<file path="src/rtl/pc_seq_pkg.sv">
// Shared definitions for the PC/nPC sequencing controller: FSM state encoding
// and instruction size.
package pc_seq_pkg;

  typedef enum logic [1:0] {
    S_BOOT = 2'd0,
    S_RUN  = 2'd1,
    S_TRAP = 2'd2,
    S_HALT = 2'd3
  } state_t;

  localparam int unsigned INSN_BYTES = 4;

endpackage

</file>
<file path="src/rtl/pc_seq_ctrl.sv">
// PC/nPC sequencing controller: computes next pc/npc values and load enables
// for boot wait, stalls, delayed branches with annul, trap redirect and halt.
module pc_seq_ctrl
  import pc_seq_pkg::*;
#(
  parameter int unsigned BOOT_CYCLES = 2,
  parameter int unsigned TRAP_FLUSH  = 3
) (
  input  logic        clk,
  input  logic        reset,
  input  logic [31:0] pc_q,
  input  logic [31:0] npc_q,
  input  logic        stall,
  input  logic        br_valid,
  input  logic        br_taken,
  input  logic        br_always,
  input  logic        br_annul,
  input  logic [31:0] br_target,
  input  logic        trap_req,
  input  logic [31:0] trap_vec,
  input  logic        halt_req,
  input  logic        resume,
  output logic [31:0] pc_d,
  output logic [31:0] npc_d,
  output logic        pc_le,
  output logic        npc_le,
  output logic        fetch_valid,
  output logic        delay_squash,
  output logic [1:0]  state
);

  localparam logic [31:0] STEP      = 32'(INSN_BYTES);
  localparam logic [3:0]  BOOT_INIT = 4'(BOOT_CYCLES - 1);
  localparam logic [3:0]  TRAP_INIT = 4'(TRAP_FLUSH - 1);

  state_t     st;
  logic [3:0] cnt;
  logic       sq;
  logic       redirect;
  logic       advance;
  logic       le;

  // pc_q is sequenced by the external registers; only npc_q feeds the next-address mux.
  logic unused;
  assign unused = ^pc_q;

  assign redirect = trap_req & ((st == S_RUN) | (st == S_HALT));
  assign advance  = (st == S_RUN) & ~trap_req & ~halt_req & ~stall;

  always_comb begin
    pc_d  = npc_q;
    npc_d = npc_q + STEP;
    le    = 1'b0;
    if (redirect) begin
      pc_d  = trap_vec;
      npc_d = trap_vec + STEP;
      le    = 1'b1;
    end else if (advance) begin
      le = 1'b1;
      if (br_valid & br_taken) npc_d = br_target;
    end
  end

  assign pc_le        = le;
  assign npc_le       = le;
  assign fetch_valid  = (st == S_RUN) & ~sq;
  assign delay_squash = (st == S_RUN) & sq;
  assign state        = st;

  always_ff @(posedge clk or negedge reset) begin
    if (!reset) begin
      st  <= S_BOOT;
      cnt <= BOOT_INIT;
      sq  <= 1'b0;
    end else begin
      case (st)
        S_BOOT, S_TRAP: begin
          if (cnt == 4'd0) st <= S_RUN;
          else             cnt <= cnt - 4'd1;
        end
        S_RUN: begin
          if (trap_req) begin
            st  <= S_TRAP;
            cnt <= TRAP_INIT;
            sq  <= 1'b0;
          end else if (halt_req) begin
            st <= S_HALT;
          end else if (!stall) begin
            // Annul drops the slot for untaken branches and for BA, never for taken conditionals.
            sq <= br_valid & br_annul & (~br_taken | br_always);
          end
        end
        S_HALT: begin
          if (trap_req) begin
            st  <= S_TRAP;
            cnt <= TRAP_INIT;
            sq  <= 1'b0;
          end else if (resume) begin
            st <= S_RUN;
          end
        end
        default: st <= S_BOOT;
      endcase
    end
  end

endmodule
</file>
<file path="config.mk">
export PLATFORM = sky130hd
export DESIGN_NAME = pc_seq_ctrl
export DESIGN_NICKNAME = d
export VERILOG_FILES = /design/src/rtl/pc_seq_pkg.sv /design/src/rtl/pc_seq_ctrl.sv
export SDC_FILE = /design/constraint.sdc
export NUM_CORES = 1
export LEC_CHECK = 0
export ABC_AREA = 1
export BUFFER_PORTS_ARGS = -buffer_cell sky130_fd_sc_hd__buf_2
export CAP_MARGIN = 10
export CORE_ASPECT_RATIO = 1.5
export CORE_MARGIN = 1.5
export CORE_UTILIZATION = 30
export CTS_CLUSTER_SIZE = 14
export DETAILED_ROUTE_END_ITERATION = 8
export MAX_ROUTING_LAYER = met4
export REMOVE_ABC_BUFFERS = 1
export SYNTH_ARGS = -nofsm -noshare
export SYNTH_HDL_FRONTEND = slang
export SYNTH_SLANG_ARGS = --single-unit
</file>
<file path="constraint.sdc">
create_clock -name clk -period 1.3 [get_ports clk]
set_input_delay 0.065 -clock clk [delete_from_list [all_inputs] [get_ports clk]]
set_output_delay 0.065 -clock clk [all_outputs]
set_load 0.01 [all_outputs]
</file>
==> results.txt <==
The switching share of total power came out at 47.6%. The cell sitting at the root of the clock tree is a clkbuf_16. For the pin with the worst max-slew slack, the measured transition is 0.275 ns. The leakage power is 0.00305 uW. The count of buffers from port buffering came out at 175. The post-synthesis cell count is 702. Once the floorplan was initialized, standard cells occupied 31.1% of the core.

The post-synthesis to final-layout area growth came out at 75.1%. The worst setup path is captured at a primary output. The clock insertion delay at the later pin of the skew report came out at 0.23 ns.

The achievable clock frequency came out at 559 MHz. The global-route wire length before repair is 24400 um. The width of the chip is 87.0 um.

IR analysis of the VDD net gives a maximum drop of 1710 uV. The critical path class is flop to primary output. The floorplan die area came out at 0.0112 sq mm. The clock-pin slew on the worst setup and hold paths came out at 0.04 ns. The mean area per synthesized cell is 4.52 sq um. The length of the first detailed-routing pass in iterations is 7.

The global-route usage over all layers is 28.6%. The post-synthesis sequential area ratio came out at 5.56%. The core region is 0.0102 sq mm.

After synthesis, the cell types taking the most area are nand2_1 (33%), nor2_1 (13%), o21ai_0 (12%). The final weighted congestion in routability-driven placement came out at 0.965. The number of warnings issued by yosys is 0. The ratio of routed vias to standard cells came out at 4.92. The library cell used most frequently in the layout, excluding fill and tap cells, is nand2_1. In the layout the commonest cells are nand2_1 (272), buf_2 (173), nor2_1 (106). The number of routed nets with antenna violations is 0. The clock share of power came out at 9.8%.

The power spent charging and discharging nets came out at 2520 uW. The cell area after synthesis is 0.00317 sq mm. The chip height came out at 129 um. The count of distinct cell types in the synthesized netlist came out at 33. Counting the buffers created by CTS gives 3.

After routing the design area is 0.00556 sq mm. The checks that failed: setup timing. Max-cap violations in this run came to 0.

Of the cells placed in the final design, the portion with a size suffix greater than 1 is 34.6%. The largest net degree at the start of global routing came out at 24. In this run the deepest clock path goes through 2 buffers. Prior to clock tree synthesis, the placed netlist has a worst setup slack of -0.215 ns. The minimum setup slack in the final design came out at -0.488 ns. The final layout contains 1113 nets.

The number of hold-slack violations in the final timing report is 0. The post-detailed-placement half-perimeter wirelength came out at 12400 um. The multi-input combinational cells in the finished layout cover a total of 0.00279 sq mm. The setup violation total in the final timing report is 71. After synthesis the netlist holds a flip-flop and latch count of 7.

The type of element launching the critical path is a flop. The number of filler cells placed in the layout came out at 1076. In this run the number of H-tree levels came out at 1. The cell type contributing the most total cell area after synthesis is nand2_1. The total wire length is 16300 um.

The number of global-route vias before repair is 5033. The post-detailed-placement cell area came out at 0.00486 sq mm. The detailed router finished its first iteration with 383 violations. The highest fanout seen on the critical path came out at 5. The run finished, with violations left.

The initial antenna violation count came out at 1. The final core area utilization is 54.5%. The data required time at the worst endpoint came out at 1.24 ns. The shortest period the worst path allows is 1.79 ns. The data arrival time of the worst path is 1.72 ns. The max-slew headroom at the worst pin came out at 81.6%. The ratio of final minimum period to clock period came out at 138%. The row count came out at 45. The total congestion overflow after global routing is 0. Detailed routing inserted a total of 5475 vias. The internal portion of the total power is 2780 uW. The detailed-route DRC error count is 0. The part of the total power dissipated in sequential elements is 7.3%. The min-delay analysis places its worst path in the category input port to async pin. The total power divided by cell area came out at 954 mW/mm^2. The total design power is 5300 uW. The synthesized design devotes to its leading area cell type 32.8% of total area. The total clock sinks is 7. The count of final max-slew check failures came out at 0. Across all register-to-register paths, the minimum setup slack is -0.10 ns. Setup repair after global routing could not meet its margin everywhere. The combinational cell fraction of total power came out at 82.9%. The wire length per cell after detailed routing is 14.7 um. The largest clock skew in the final design came out at 0.000825 ns. Summing all flip-flop and latch instances after layout gives 176 sq um. The number of primary I/O pins is 208.

TritonCTS built the clock tree.
[layer usage]
metal | GRT usage [%] | up-vias | part of all wire (%)
met5 | - | - | 0
met2 | 49.3 | 241 | 49
met3 | 2.57 | 73 | 6.8
met4 | 13.8 | 0 | 5.2
li1 | - | 2743 | -
met1 | 32.7 | 2418 | 39
[registers in the layout, indices dropped and copies added (netlist names)]
signal  cells
cnt         4
state       2
sq          1
[cell type report]
cell class / instances / share of cell area (%)
Multi-Input combinational cell: 586 / 50.3
Timing Repair Buffer: 284 / 35.8
Inverter: 89 / 6.15
Sequential cell: 7 / 3.17
Tap cell: 141 / 3.17
Clock buffer: 4 / 1.42
Antenna cell: 1 / 0.0450
[synthesized netlist by cell type, drive strengths merged]
cell type,instances
nor3,2
a211oi,1
o22ai,3
and2,1
clkbuf,15
nand2,278
a31oi,1
xor2,8
ha,4
a21oi,9
nand3,61
buf,6
xnor2,4
dfstp,1
nor2,115
or2,4
inv,88
o21ai,86
clkinv,1
nand4,4
o211ai,2
a22oi,1
dfrtp,6
nand3b,1
[final timing paths]
check / endpoint / depth (start not counted) / from
worst min-delay path: cnt[1]$_DFFE_PN0P_ / 2 / reset
max in group asynchronous: cnt[0]$_DFFE_PN1P_ / 2 / reset
worst max-delay path: npc_d[2] / 10 / state[1]$_DFFE_PN0P_
min in group clk: state[1]$_DFFE_PN0P_ / 5 / halt_req
worst max register to register: cnt[0]$_DFFE_PN1P_ / 7 / state[0]$_DFFE_PN0P_
worst min register to register: cnt[3]$_DFFE_PN0P_ / 2 / cnt[3]$_DFFE_PN0P_
[worst max-delay path: stages, from the launching register on]
cell     delay [ns]
dfrtp_1        0.38
inv_2          0.06
nand2_2        0.07
nor2_4         0.13
nand2_1        0.09
nor2_2         0.15
buf_6          0.15
buf_6          0.14
nor2_1         0.05
o22ai_1        0.13
buf_2          0.15
[power by group through the flow]
stage	Clock, uW	Combinational [uW]	Sequential, uW
after floorplan	0	1560	405
after global placement	0	3190	380
after detailed placement	0	3200	383
after CTS	525	4050	385
after global routing	539	4750	399
final	517	4390	389
[cells by family after synthesis]
| group | after synthesis | synth area share, % |
|---|---|---|
| buffers and inverters | 110 | 13.5 |
| AND/OR/NAND/NOR | 466 | 59.3 |
| AO/OA/AOI/OAI | 103 | 16.7 |
| flip-flops | 7 | 5.56 |
| adder cells (fa/ha/maj) | 4 | 1.58 |
| XOR/XNOR | 12 | 3.31 |
[per-stage QoR]
| stage | hold slack [ns] | std cells | setup TNS, ns |
|---|---|---|---|
| 2_1_floorplan | -0.231 | 681 | -106.39 |
| 3_3_place_gp | -0.0966 | 1089 | -6.14 |
| 3_5_place_dp | -0.0965 | 1089 | -6.69 |
| 4_1_cts | 0.200 | 1109 | -20.89 |
| 5_1_grt | 0.230 | 1112 | -26.30 |
| 6_report | 0.205 | 1112 | -21.18 |
[repair_timing]
| item | CTS | global route |
|---|---|---|
| setup buffers | 7 | 1 |
| hold buffers | 1 | 0 |
| hold endpoints to repair | 7 | 0 |
| pin swaps | 8 | 12 |
| setup endpoints to repair | 71 | 72 |
| resized for setup | 56 | 43 |
| cloned | 8 | 1 |
Power figures use the tool's default switching activity.
